===== config.mk =====
export PLATFORM = sky130hd
export DESIGN_NAME = m_dram_arbiter
export DESIGN_NICKNAME = d
export VERILOG_FILES = /design/src/rtl/m_dram_arbiter.sv
export SDC_FILE = /design/constraint.sdc
export NUM_CORES = 1
export LEC_CHECK = 0
export ABC_AREA = 0
export CAP_MARGIN = 20
export CORE_UTILIZATION = 40
export CTS_CLUSTER_SIZE = 20
export DETAILED_ROUTE_END_ITERATION = 12
export PLACE_DENSITY = 0.79
export SLEW_MARGIN = 20
export SYNTH_ARGS = -nofsm -noshare
export SYNTH_HDL_FRONTEND = slang
export SYNTH_SLANG_ARGS = --single-unit

===== constraint.sdc =====
create_clock -name CLK -period 3.45 [get_ports CLK]
set_input_delay 0.345 -clock CLK [delete_from_list [all_inputs] [get_ports CLK]]
set_output_delay 0.345 -clock CLK [all_outputs]
set_load 0.05 [all_outputs]

===== src/rtl/m_dram_arbiter.sv =====
// Two-port round-robin arbiter in front of a single DRAM controller.
// One transaction at a time: grant, issue a one-cycle command, wait for busy to fall, ack.
module m_dram_arbiter #(
    parameter int unsigned TIMEOUT = 1023
) (
    input  logic        CLK,
    input  logic        RST,

    input  logic        r0_req,
    input  logic        r0_we,
    input  logic [31:0] r0_addr,
    input  logic [31:0] r0_wdata,
    input  logic [2:0]  r0_ctrl,
    output logic        r0_ack,
    output logic [31:0] r0_rdata,

    input  logic        r1_req,
    input  logic        r1_we,
    input  logic [31:0] r1_addr,
    input  logic [31:0] r1_wdata,
    input  logic [2:0]  r1_ctrl,
    output logic        r1_ack,
    output logic [31:0] r1_rdata,

    output logic [31:0] w_dram_addr,
    output logic [31:0] w_dram_wdata,
    output logic [2:0]  w_dram_ctrl,
    output logic        w_dram_we_t,
    output logic        w_dram_le,
    input  logic [31:0] w_dram_odata,
    input  logic        w_dram_busy,

    output logic [1:0]  o_grant,
    output logic        o_timeout
);

    localparam int unsigned CntW = $clog2(TIMEOUT + 1);
    localparam logic [CntW-1:0] CntLast = CntW'(TIMEOUT - 1);

    typedef enum logic [2:0] {
        StIdle,
        StIssue,
        StWaitAcc,
        StWaitDone,
        StAck
    } state_e;

    state_e            state_q;
    logic              last_q;   // 1: port 1 was served last, so port 0 wins a tie
    logic              owner_q;
    logic              we_q;
    logic [CntW-1:0]   cnt_q;

    logic              pick1;
    logic              in_wait;
    logic              done_ok;
    logic              abort;
    logic              finish;
    logic [31:0]       cap_data;

    always_comb begin
        pick1    = r1_req && (!r0_req || !last_q);
        in_wait  = (state_q == StWaitAcc) || (state_q == StWaitDone);
        done_ok  = (state_q == StWaitDone) && !w_dram_busy;
        // A completion in the final counted cycle wins over the abort.
        abort    = in_wait && !done_ok && (cnt_q == CntLast);
        finish   = done_ok || abort;
        cap_data = abort ? 32'h0 : w_dram_odata;
    end

    always_ff @(posedge CLK) begin
        if (RST) begin
            state_q      <= StIdle;
            last_q       <= 1'b1;
            owner_q      <= 1'b0;
            we_q         <= 1'b0;
            cnt_q        <= '0;
            r0_ack       <= 1'b0;
            r1_ack       <= 1'b0;
            r0_rdata     <= 32'h0;
            r1_rdata     <= 32'h0;
            w_dram_addr  <= 32'h0;
            w_dram_wdata <= 32'h0;
            w_dram_ctrl  <= 3'h0;
            w_dram_we_t  <= 1'b0;
            w_dram_le    <= 1'b0;
            o_grant      <= 2'b00;
            o_timeout    <= 1'b0;
        end else begin
            w_dram_we_t <= 1'b0;
            w_dram_le   <= 1'b0;
            r0_ack      <= 1'b0;
            r1_ack      <= 1'b0;
            unique case (state_q)
                StIdle: begin
                    if ((r0_req || r1_req) && !w_dram_busy) begin
                        owner_q      <= pick1;
                        last_q       <= pick1;
                        o_grant      <= pick1 ? 2'b10 : 2'b01;
                        we_q         <= pick1 ? r1_we : r0_we;
                        w_dram_addr  <= pick1 ? r1_addr : r0_addr;
                        w_dram_wdata <= pick1 ? r1_wdata : r0_wdata;
                        w_dram_ctrl  <= pick1 ? r1_ctrl : r0_ctrl;
                        // Command strobes are registered so they are high exactly in StIssue.
                        w_dram_we_t  <= pick1 ? r1_we : r0_we;
                        w_dram_le    <= pick1 ? !r1_we : !r0_we;
                        state_q      <= StIssue;
                    end
                end
                StIssue: begin
                    cnt_q   <= '0;
                    state_q <= StWaitAcc;
                end
                StWaitAcc, StWaitDone: begin
                    cnt_q <= cnt_q + CntW'(1);
                    if (finish) begin
                        state_q <= StAck;
                        if (owner_q) begin
                            r1_ack <= 1'b1;
                            if (!we_q) r1_rdata <= cap_data;
                        end else begin
                            r0_ack <= 1'b1;
                            if (!we_q) r0_rdata <= cap_data;
                        end
                        if (abort) o_timeout <= 1'b1;
                    end else if ((state_q == StWaitAcc) && w_dram_busy) begin
                        state_q <= StWaitDone;
                    end
                end
                StAck: begin
                    o_grant <= 2'b00;
                    state_q <= StIdle;
                end
                default: state_q <= StIdle;
            endcase
        end
    end

endmodule


==> reports/results.tsv, run 1 <==
metric	value	unit
yosysTopAreaCellShare	0.471	
slowest_delay	0.58	ns
post-cts-setup-buffer-count	0	
port_buffers	310	
htree_levels	4	
core	15900	µm²
cp-startpoint	cnt_q[0]	
viasPerCell	4.84	
grt_pass1_vias	5246	
clock_sinks	154	
yosysUniqueCellTypes	49	
num_rows	46	
fin_worst_skew	0.00766	ns
critical_path_buf_inv_count	2	
io_pins	311	
final_hold_viol_count	0	
fin_nets	1120	
grt_use_total	0.217	
rsz0062_at_grt	false	
status	completed	
worstSetupPathType	flop to flop	
path_delay_family	simple AND/OR/NAND/NOR gates	
die_area	16900	µm²
hold_path_class	flop to flop	
final_core_util	0.648	
crit_required	3.79	ns
wl_per_cell	16.0	µm
area_growth	57.8	%
cellPowerDensity	483	nW/µm²
ir_drop	0.000341	V
antenna_found_initial	0	
cts_tree	built	
finalCriticalPeriod	2.36	ns
async_flop_share	0	
multi_input_area	3180	µm²
fin_tns_setup	0	ns
post_cts_resized	0	
globalRouteOverflowTotal	0	
vias	5684	
max_freq	423	MHz
hold_start	o_grant[1]	
dpl-instance-area	9730	µm²
drive_gt1_frac	0.0553	
postLayoutCellArea	10300	µm²
dieWidth	130	µm
postCtsHoldBufs	0	
clockBufferDepth	2	
clockRootBuffer	clkbuf_16	
arrival	2.70	ns
avgSynthCellArea	9.90	µm²
yosys_register_bits	154	
cts_buffers	17	
drtAntennaViolNets	0	
cp.depth	7	
start_util	0.411	
routed_wl	18700	µm
dp.final_hpwl	13600	µm
drc_errors	0	
cap_viol_max_count	0	
die_h	130	µm
hold_depth	2	
synth_area_leaders	dfxtp_1 47%, mux2i_1 20%, a211oi_1 7.9%	
drt_first_pass_iters	4	
globalplace.congestion	0.772	
synth_top_area_cell	dfxtp_1	
critPathLaunchType	flop	
grt_first_pass_wirelength	28000	µm
clock_latency	0.41	ns
ys_seq_area_frac	0.471	
critPathMaxFanout	21	
cp_slowest_cell	or3_2	
drt-initial-drc-count	252	
synth_edf_count	0	
whs	0.466	ns
synthCells	661	
netlist_area	6550	µm²
crit_chain	inv_1, ha_1, and4_2, a32oi_2, or3_2, buf_4, mux2i_1	
clk_pin_slew	0.06	ns
slew_headroom	0.419	
finalPower	0.00499	W
synth_fp_nets	836	
yosysWarnings	0	
maxSlewViolCount	0	
grt_max_degree	138	
min_period_over_period	0.685	
final-setup-viol-count	0	
worst_pin_slew	0.872	ns
nFillCells	1341	
p_leak	4.15	nW
seq_area	3080	µm²
diodes	0	
ff2ff_path_depth	7	
crit-reg2reg-launch	cnt_q[0]	
synthFlopType	dfxtp_1	
endpoint_kind	flop	
-- cells by family (layout without fill, tap and decap cells) --
group	Yosys count	in the layout	share of synthesized area
muxes	133	133	0.204
DFF	154	154	0.471
xor gates and xnor gates	1	1	0.00134
adders and majority gates	2	2	0.00382
AOI/OAI and AO/OA	94	94	0.106
buffers and inverters	56	353	0.0478
and+or+nand+nor	221	221	0.167
-- cell usage after synthesis, drive strengths merged, types with 2 or more instances --
master    n
a211oi   69
a21oi     9
a31oi     3
a41oi     2
and4      3
buf      24
clkbuf   30
dfxtp   154
ha        2
inv       2
mux2i   132
nand2    42
nand2b   65
nand3     7
nand4     2
nor2     81
nor3      4
nor3b     2
o211ai    2
or3       4
or3b      2
-- through the flow --
stage	worst slack (ns)	std cells
floorplan	1.67	661
global placement	1.09	1142
detailed placement	1.07	1142
CTS	1.07	1174
global route	0.920	1174
finish	1.09	1174
-- layer usage --
metal,up-vias,GRT usage,wire length [µm]
met1,2555,0.255,7760
met3,25,0.0656,1370
met5,-,0,0
li1,2893,-,-
met4,0,0.0862,388
met2,211,0.371,9220
-- worst reg2reg max path, stage by stage, from the launching register on --
cell,delay [ns]
dfxtp_1,0.40
inv_1,0.07
ha_1,0.18
and4_2,0.27
a32oi_2,0.26
or3_2,0.58
buf_4,0.32
mux2i_1,0.21
-- power by group --
part,internal [W],switching (W)
registers,0.00188,0.0000592
logic,0.000487,0.000662
clock network,0.00114,0.000753
total,0.00351,0.00147
-- state kept, by name, summed over array words and instances (netlist names), 2 cells and up --
name and cells:
r0_rdata 32, r1_rdata 32, w_dram_addr 32, w_dram_wdata 32, cnt_q 10, state_q 3
w_dram_ctrl 3, o_grant 2
-- placed cells by master, fill, tap and decap left out, types with 4 or more instances in the layout --
| cell | n |
|---|---|
| clkbuf_16 | 17 |
| nand3_1 | 7 |
| buf_4 | 8 |
| nor2_1 | 81 |
| a21oi_1 | 9 |
| nand2b_1 | 65 |
| dfxtp_1 | 154 |
| nand2_1 | 42 |
| clkinv_4 | 5 |
| nor3_1 | 4 |
| mux2i_1 | 132 |
| a211oi_1 | 69 |
| clkdlybuf4s50_1 | 309 |
-- final cells by class --
type | instances | share of cell area
clock buffers | 18 | 0.0415
clock inverters | 14 | 0.0167
inverters | 2 | 0.000727
multi-input cells | 451 | 0.307
flip-flops and latches | 154 | 0.298
well taps | 216 | 0.0262
repair buffers | 319 | 0.309
-- path summary, 6_finish.rpt --
check                                    end  slack (ns)
worst max-delay path            r0_rdata[14]        1.09
worst min-delay path              o_grant[1]        0.47
worst max register to register  r0_rdata[14]        1.09
worst min register to register    o_grant[1]        0.47
Power figures use the tool's default switching activity.
==> inputs of run 2 (changes only) <==
clock period = 2.18 ns   (was 3.45 ns; I/O delays follow)
==> run 2 against run 1 <==
  * Non-clock buffer count increased by 10
  * Count of clock-buffer cells in the layout increased by 5
  * Register-to-register slack got worse by 0.90 ns
  * Total power increased by 56%
  * Via count increased by 1.1%
  * Fmax increased by 19%
  * Final cell count increased by 0.68%
  * Sequential share of layout area decreased by 0.31 points
  * Worst hold slack got worse by 0.30 ns
  * Routed wire length decreased by 0.64%
  * Setup slack got worse by 0.90 ns
  * Critical path depth unchanged
  * Critical path type unchanged
  * Largest power group unchanged
==> reports/results.tsv, run 2 (synthesis gave the netlist of run 1 again) <==
metric	value	unit
crit_path_end	r1_rdata[14]	
p_sw_frac	0.289	
drtAntennaViolNets	0	
htree_levels	4	
drt-initial-drc-count	186	
crit-reg2reg-launch	cnt_q[0]	
intPower	0.00552	W
fin_worst_skew	0.00718	ns
endpoint_kind	flop	
grt_first_pass_wirelength	28400	µm
nFillCells	1334	
maxSlewViolCount	0	
port_buffers	310	
start_util	0.411	
viasPerCell	4.86	
ff2ff_path_depth	7	
p_clk_frac	0.363	
max_freq	502	MHz
routed_wl	18600	µm
clockRootBuffer	clkbuf_16	
globalRouteOverflowTotal	0	
grt_use_total	0.222	
num_rows	46	
ir_drop	0.000533	V
postCtsHoldBufs	0	
hold_path_class	input port to flop	
cts_buffers	17	
drive_gt1_frac	0.0600	
r2r-end	r1_rdata[14]	
clock_latency	0.41	ns
final-setup-viol-count	0	
cap_viol_max_count	0	
drt_first_pass_iters	4	
final_hold_viol_count	0	
grt_max_degree	84	
drc_errors	0	
wl_per_cell	15.7	µm
crit_chain	inv_1, ha_1, and4_2, a32oi_2, or3b_2, buf_12, mux2i_1	
fin_nets	1130	
crit_required	2.47	ns
finalPower	0.00777	W
slew_headroom	0.572	
combPwrFrac	0.240	
grt_pass1_vias	5479	
clockBufferDepth	2	
p_sw	0.00224	W
seq_area	3080	µm²
dp.final_hpwl	14100	µm
hold_depth	2	
multi_input_area	3180	µm²
p_leak	4.22	nW
cp_slowest_cell	or3b_2	
io_pins	311	
min_period_over_period	0.914	
cts_tree	built	
rsz0062_at_grt	false	
die_area	16900	µm²
fin_tns_setup	0	ns
dieWidth	130	µm
critPathMaxFanout	32	
vias	5746	
die_h	130	µm
status	completed	
antenna_found_initial	0	
core	15900	µm²
cp-startpoint	cnt_q[0]	
most-common-layout-cells	309 x clkdlybuf4s50_1, 154 x dfxtp_1, 132 x mux2i_1	
globalplace.congestion	0.796	
worstSetupPathType	flop to flop	
clock_sinks	154	
clk_pin_slew	0.06	ns
reg2reg_slack	0.19	ns
slowest_delay	0.50	ns
critPathLaunchType	flop	
post_cts_resized	0	
finalCriticalPeriod	1.99	ns
layout_commonest_cell	clkdlybuf4s50_1	
arrival	2.29	ns
area_growth	59.5	%
worst_pin_slew	0.640	ns
diodes	0	
seqPwrFrac	0.397	
cellPowerDensity	744	nW/µm²
post-cts-setup-buffer-count	0	
run 2: cell types whose count changed in the layout (fill, tap and decap cells not counted):
cell        change
buf_12          +6
buf_4           +4
bufinv_16       -1
clkbuf_1        +3
clkbuf_8        +2
clkinv_4        -4
clkinvlp_4      -2
run 2: cell type report:
type | instances | share of cell area
repair buffers | 329 | 0.320
multi-input cells | 451 | 0.304
flip-flops and latches | 154 | 0.295
clock buffers | 23 | 0.0448
well taps | 216 | 0.0259
clock inverters | 7 | 0.00887
inverters | 2 | 0.000719
run 2: routing by layer:
| metal | up-vias | global-route usage | wire length (µm) |
|---|---|---|---|
| li1 | 2910 | - | - |
| met2 | 217 | 0.380 | 9080 |
| met3 | 30 | 0.0701 | 1330 |
| met5 | - | 0 | 0 |
| met4 | 0 | 0.0958 | 463 |
| met1 | 2589 | 0.253 | 7750 |
run 2: worst min-delay path by stage:
stage | start | endpoint | slack, ns
5_1_grt | RST | o_timeout | 0.16
3_3_place_gp | o_grant[1] | o_grant[1] | 0.45
2_1_floorplan | w_dram_odata[0] | r0_rdata[0] | 0.38
3_5_place_dp | r0_rdata[14] | r0_rdata[14] | 0.47
4_1_cts | RST | o_timeout | 0.15
6_report | RST | o_timeout | 0.17
run 2: worst max-delay path, delay by kind of cell (launching register included):
kind	cells	cell delay, ns
compound gates	1	0.15
fa+ha+maj	1	0.13
buf+inv	2	0.27
flops	1	0.35
mux	1	0.15
simple gates	2	0.79
run 2: through the flow:
| stage | utilization | instances | worst slack [ns] | cell area, µm² | hold slack [ns] |
|---|---|---|---|---|---|
| 2_1_floorplan | - | 661 | 0.400 | 6550 | 0.379 |
| 3_3_place_gp | 0.620 | 1152 | 0.256 | 9880 | 0.446 |
| 3_5_place_dp | 0.620 | 1152 | 0.201 | 9880 | 0.466 |
| 4_1_cts | 0.655 | 1182 | 0.198 | 10400 | 0.149 |
| 5_1_grt | 0.655 | 1182 | 0.0977 | 10400 | 0.157 |
| 6_report | 0.655 | 1182 | 0.186 | 10400 | 0.167 |
run 2: power groups by stage:
| stage | logic [W] | registers (W) | clock network [W] |
|---|---|---|---|
| 3_3_place_gp | 0.00187 | 0.00313 | 0 |
| 4_1_cts | 0.00188 | 0.00308 | 0.00289 |
| 2_1_floorplan | 0.000545 | 0.00366 | 0 |
| 5_1_grt | 0.00198 | 0.00310 | 0.00302 |
| 3_5_place_dp | 0.00188 | 0.00314 | 0 |
| 6_report | 0.00187 | 0.00308 | 0.00282 |
==> inputs of run 3 (changes only) <==
ABC_AREA = 1   (was 0)
PLACE_DENSITY = 0.77   (was 0.79)
==> run 3 against run 2 <==
  * Die area is 1.2% higher
  * Synthesized area is 1.2% higher
  * Fmax is 5.4% higher
  * Combinational power is 110% higher
  * Cell area is 1.7% higher
  * Utilization is 0.67 points higher
  * Synthesized cell count is 44% higher
  * Worst hold slack better by 0.17 ns
  * Final cell count is 24% higher
==> reports/results.tsv, run 3 <==
metric	value	unit
worst_pin_slew	0.618	ns
fin_tns_setup	0	ns
drc_errors	0	
combPwrFrac	0.375	
cellPowerDensity	981	nW/µm²
die_h	131	µm
avgSynthCellArea	6.95	µm²
viasPerCell	4.96	
clk_pin_slew	0.07	ns
cts_tree	built	
grt_use_total	0.259	
synthCells	954	
yosys.cell_count.top_type	nand2_1	
most-common-layout-cells	308 x clkdlybuf4s50_1, 225 x nand2_1, 187 x a21oi_1	
critPathLaunchType	flop	
whs	0.340	ns
clock_latency	0.43	ns
core	16100	µm²
p_sw	0.00400	W
drt-initial-drc-count	396	
rsz0062_at_grt	false	
intPower	0.00643	W
dieWidth	131	µm
crit_required	2.50	ns
finalWorstSetupSlack	0.289	ns
p_leak	4.53	nW
drtAntennaViolNets	0	
fin_worst_skew	0.0102	ns
reg2reg_slack	0.29	ns
final_hold_viol_count	0	
clockRootBuffer	clkbuf_16	
seqPwrFrac	0.329	
die_area	17100	µm²
dp.final_hpwl	15900	µm
vias	7291	
globalRouteOverflowTotal	0	
yosysUniqueCellTypes	29	
critPathMaxFanout	30	
cts_buffers	17	
p_clk_frac	0.296	
drt_first_pass_iters	5	
dp_cells	1438	
drive_gt1_frac	0.0590	
grt_first_pass_wirelength	33800	µm
synth_fp_nets	1129	
postCtsHoldBufs	0	
wl_per_cell	15.3	µm
synth_area_leaders	dfxtp_1 47%, a21oi_1 14%, nand2_1 13%	
crit_path_end	r0_rdata[9]	
clockBufferDepth	2	
synth_edf_count	0	
pre_cts_ws	0.182	ns
final-setup-viol-count	0	
layout_commonest_cell	clkdlybuf4s50_1	
cp-startpoint	cnt_q[0]	
p_sw_frac	0.383	
routed_wl	22500	µm
fin_nets	1416	
yosys_register_bits	154	
globalplace.congestion	0.832	
grt_pass1_vias	6596	
post_cts_resized	0	
min_period_over_period	0.868	
io_pins	311	
cap_viol_max_count	0	
antenna_found_initial	0	
yosysTopAreaCellShare	0.465	
clock_sinks	154	
synth_common_cells	226 x nand2_1, 187 x a21oi_1, 154 x dfxtp_1, 109 x nor2_1, 75 x o21ai_0	
htree_levels	4	
max_freq	529	MHz
async_flop_share	0	
grt_max_degree	71	
port_buffers	310	
worstSetupPathType	flop to flop	
synthFlopType	dfxtp_1	
instances_no_fill	1470	
ff2ff_path_depth	10	
yosysWarnings	0	
status	completed	
synth_top_area_cell	dfxtp_1	
finalCriticalPeriod	1.89	ns
ir_drop	0.000565	V
slew_headroom	0.587	
arrival	2.21	ns
endpoint_kind	flop	
area_growth	60.3	%
num_rows	46	
r2r-end	r0_rdata[9]	
nFillCells	1356	
hold_path_class	input port to flop	
start_util	0.413	
maxSlewViolCount	0	
netlist_area	6630	µm²
ys_seq_area_frac	0.465	
diodes	0	
crit-reg2reg-launch	cnt_q[0]	
post-cts-setup-buffer-count	0	
==> run 3: cells by family (layout without fill, tap and decap cells) <==
| kind of cell | after synthesis | count (layout) | share of synthesized area |
|---|---|---|---|
| and+or+nand+nor | 393 | 393 | 0.236 |
| AOI/OAI and AO/OA | 270 | 270 | 0.209 |
| DFF | 154 | 154 | 0.465 |
| buffers and inverters | 134 | 434 | 0.0846 |
| adders and majority gates | 2 | 2 | 0.00378 |
| xor gates and xnor gates | 1 | 1 | 0.00132 |
==> run 3: metal layers <==
metal | up-vias | wire (µm) | part of all wire | GRT usage
met5 | - | 0 | 0 | 0
met4 | 0 | 771 | 0.034 | 0.118
met3 | 48 | 2170 | 0.096 | 0.0993
met2 | 271 | 10800 | 0.48 | 0.423
met1 | 3299 | 8740 | 0.39 | 0.300
li1 | 3673 | - | - | -
==> run 3: worst min path at each step <==
stage	to	depth (start not counted)	from
finish	w_dram_addr[4]	3	r0_addr[4]
global route	w_dram_wdata[6]	3	r0_wdata[6]
CTS	w_dram_wdata[18]	3	r0_wdata[18]
detailed placement	o_grant[1]	2	o_grant[1]
global placement	last_q	2	last_q
floorplan	w_dram_addr[26]	2	r0_addr[26]
==> run 3: layout make-up <==
class | instances | area (µm²) | area share
tap | 216 | 270 | 0.0254
timing repair buffer | 336 | 3410 | 0.321
clock inverter | 12 | 164 | 0.0154
sequential | 154 | 3080 | 0.290
multi-input combinational | 666 | 3000 | 0.283
clock buffer | 20 | 447 | 0.0420
inverter | 66 | 250 | 0.0236
==> run 3: power by group through the flow <==
stage          combinational (W)  clock, W  sequential, W
3_3_place_gp             0.00389         0        0.00347
4_1_cts                  0.00392   0.00312        0.00343
3_5_place_dp             0.00390         0        0.00348
6_report                 0.00391   0.00309        0.00343
2_1_floorplan            0.00115         0        0.00471
5_1_grt                  0.00416   0.00328        0.00347
==> run 3: worst max-delay path, stage by stage (launching register included) <==
cell      delay, ns
dfxtp_1        0.36
inv_1          0.08
ha_1           0.16
nand2_1        0.05
inv_1          0.05
nand2_1        0.10
o21bai_4       0.36
buf_4          0.36
nand3_1        0.14
nand2_1        0.08
nor2_1         0.04
==> run 3: through the flow <==
step | util | total power (W) | instance area [µm²]
after detailed placement | 0.624 | 0.00738 | 10000
after global routing | 0.662 | 0.0109 | 10600
after floorplan | - | 0.00586 | 6630
final | 0.662 | 0.0104 | 10600
after global placement | 0.624 | 0.00736 | 10000
after CTS | 0.662 | 0.0105 | 10600
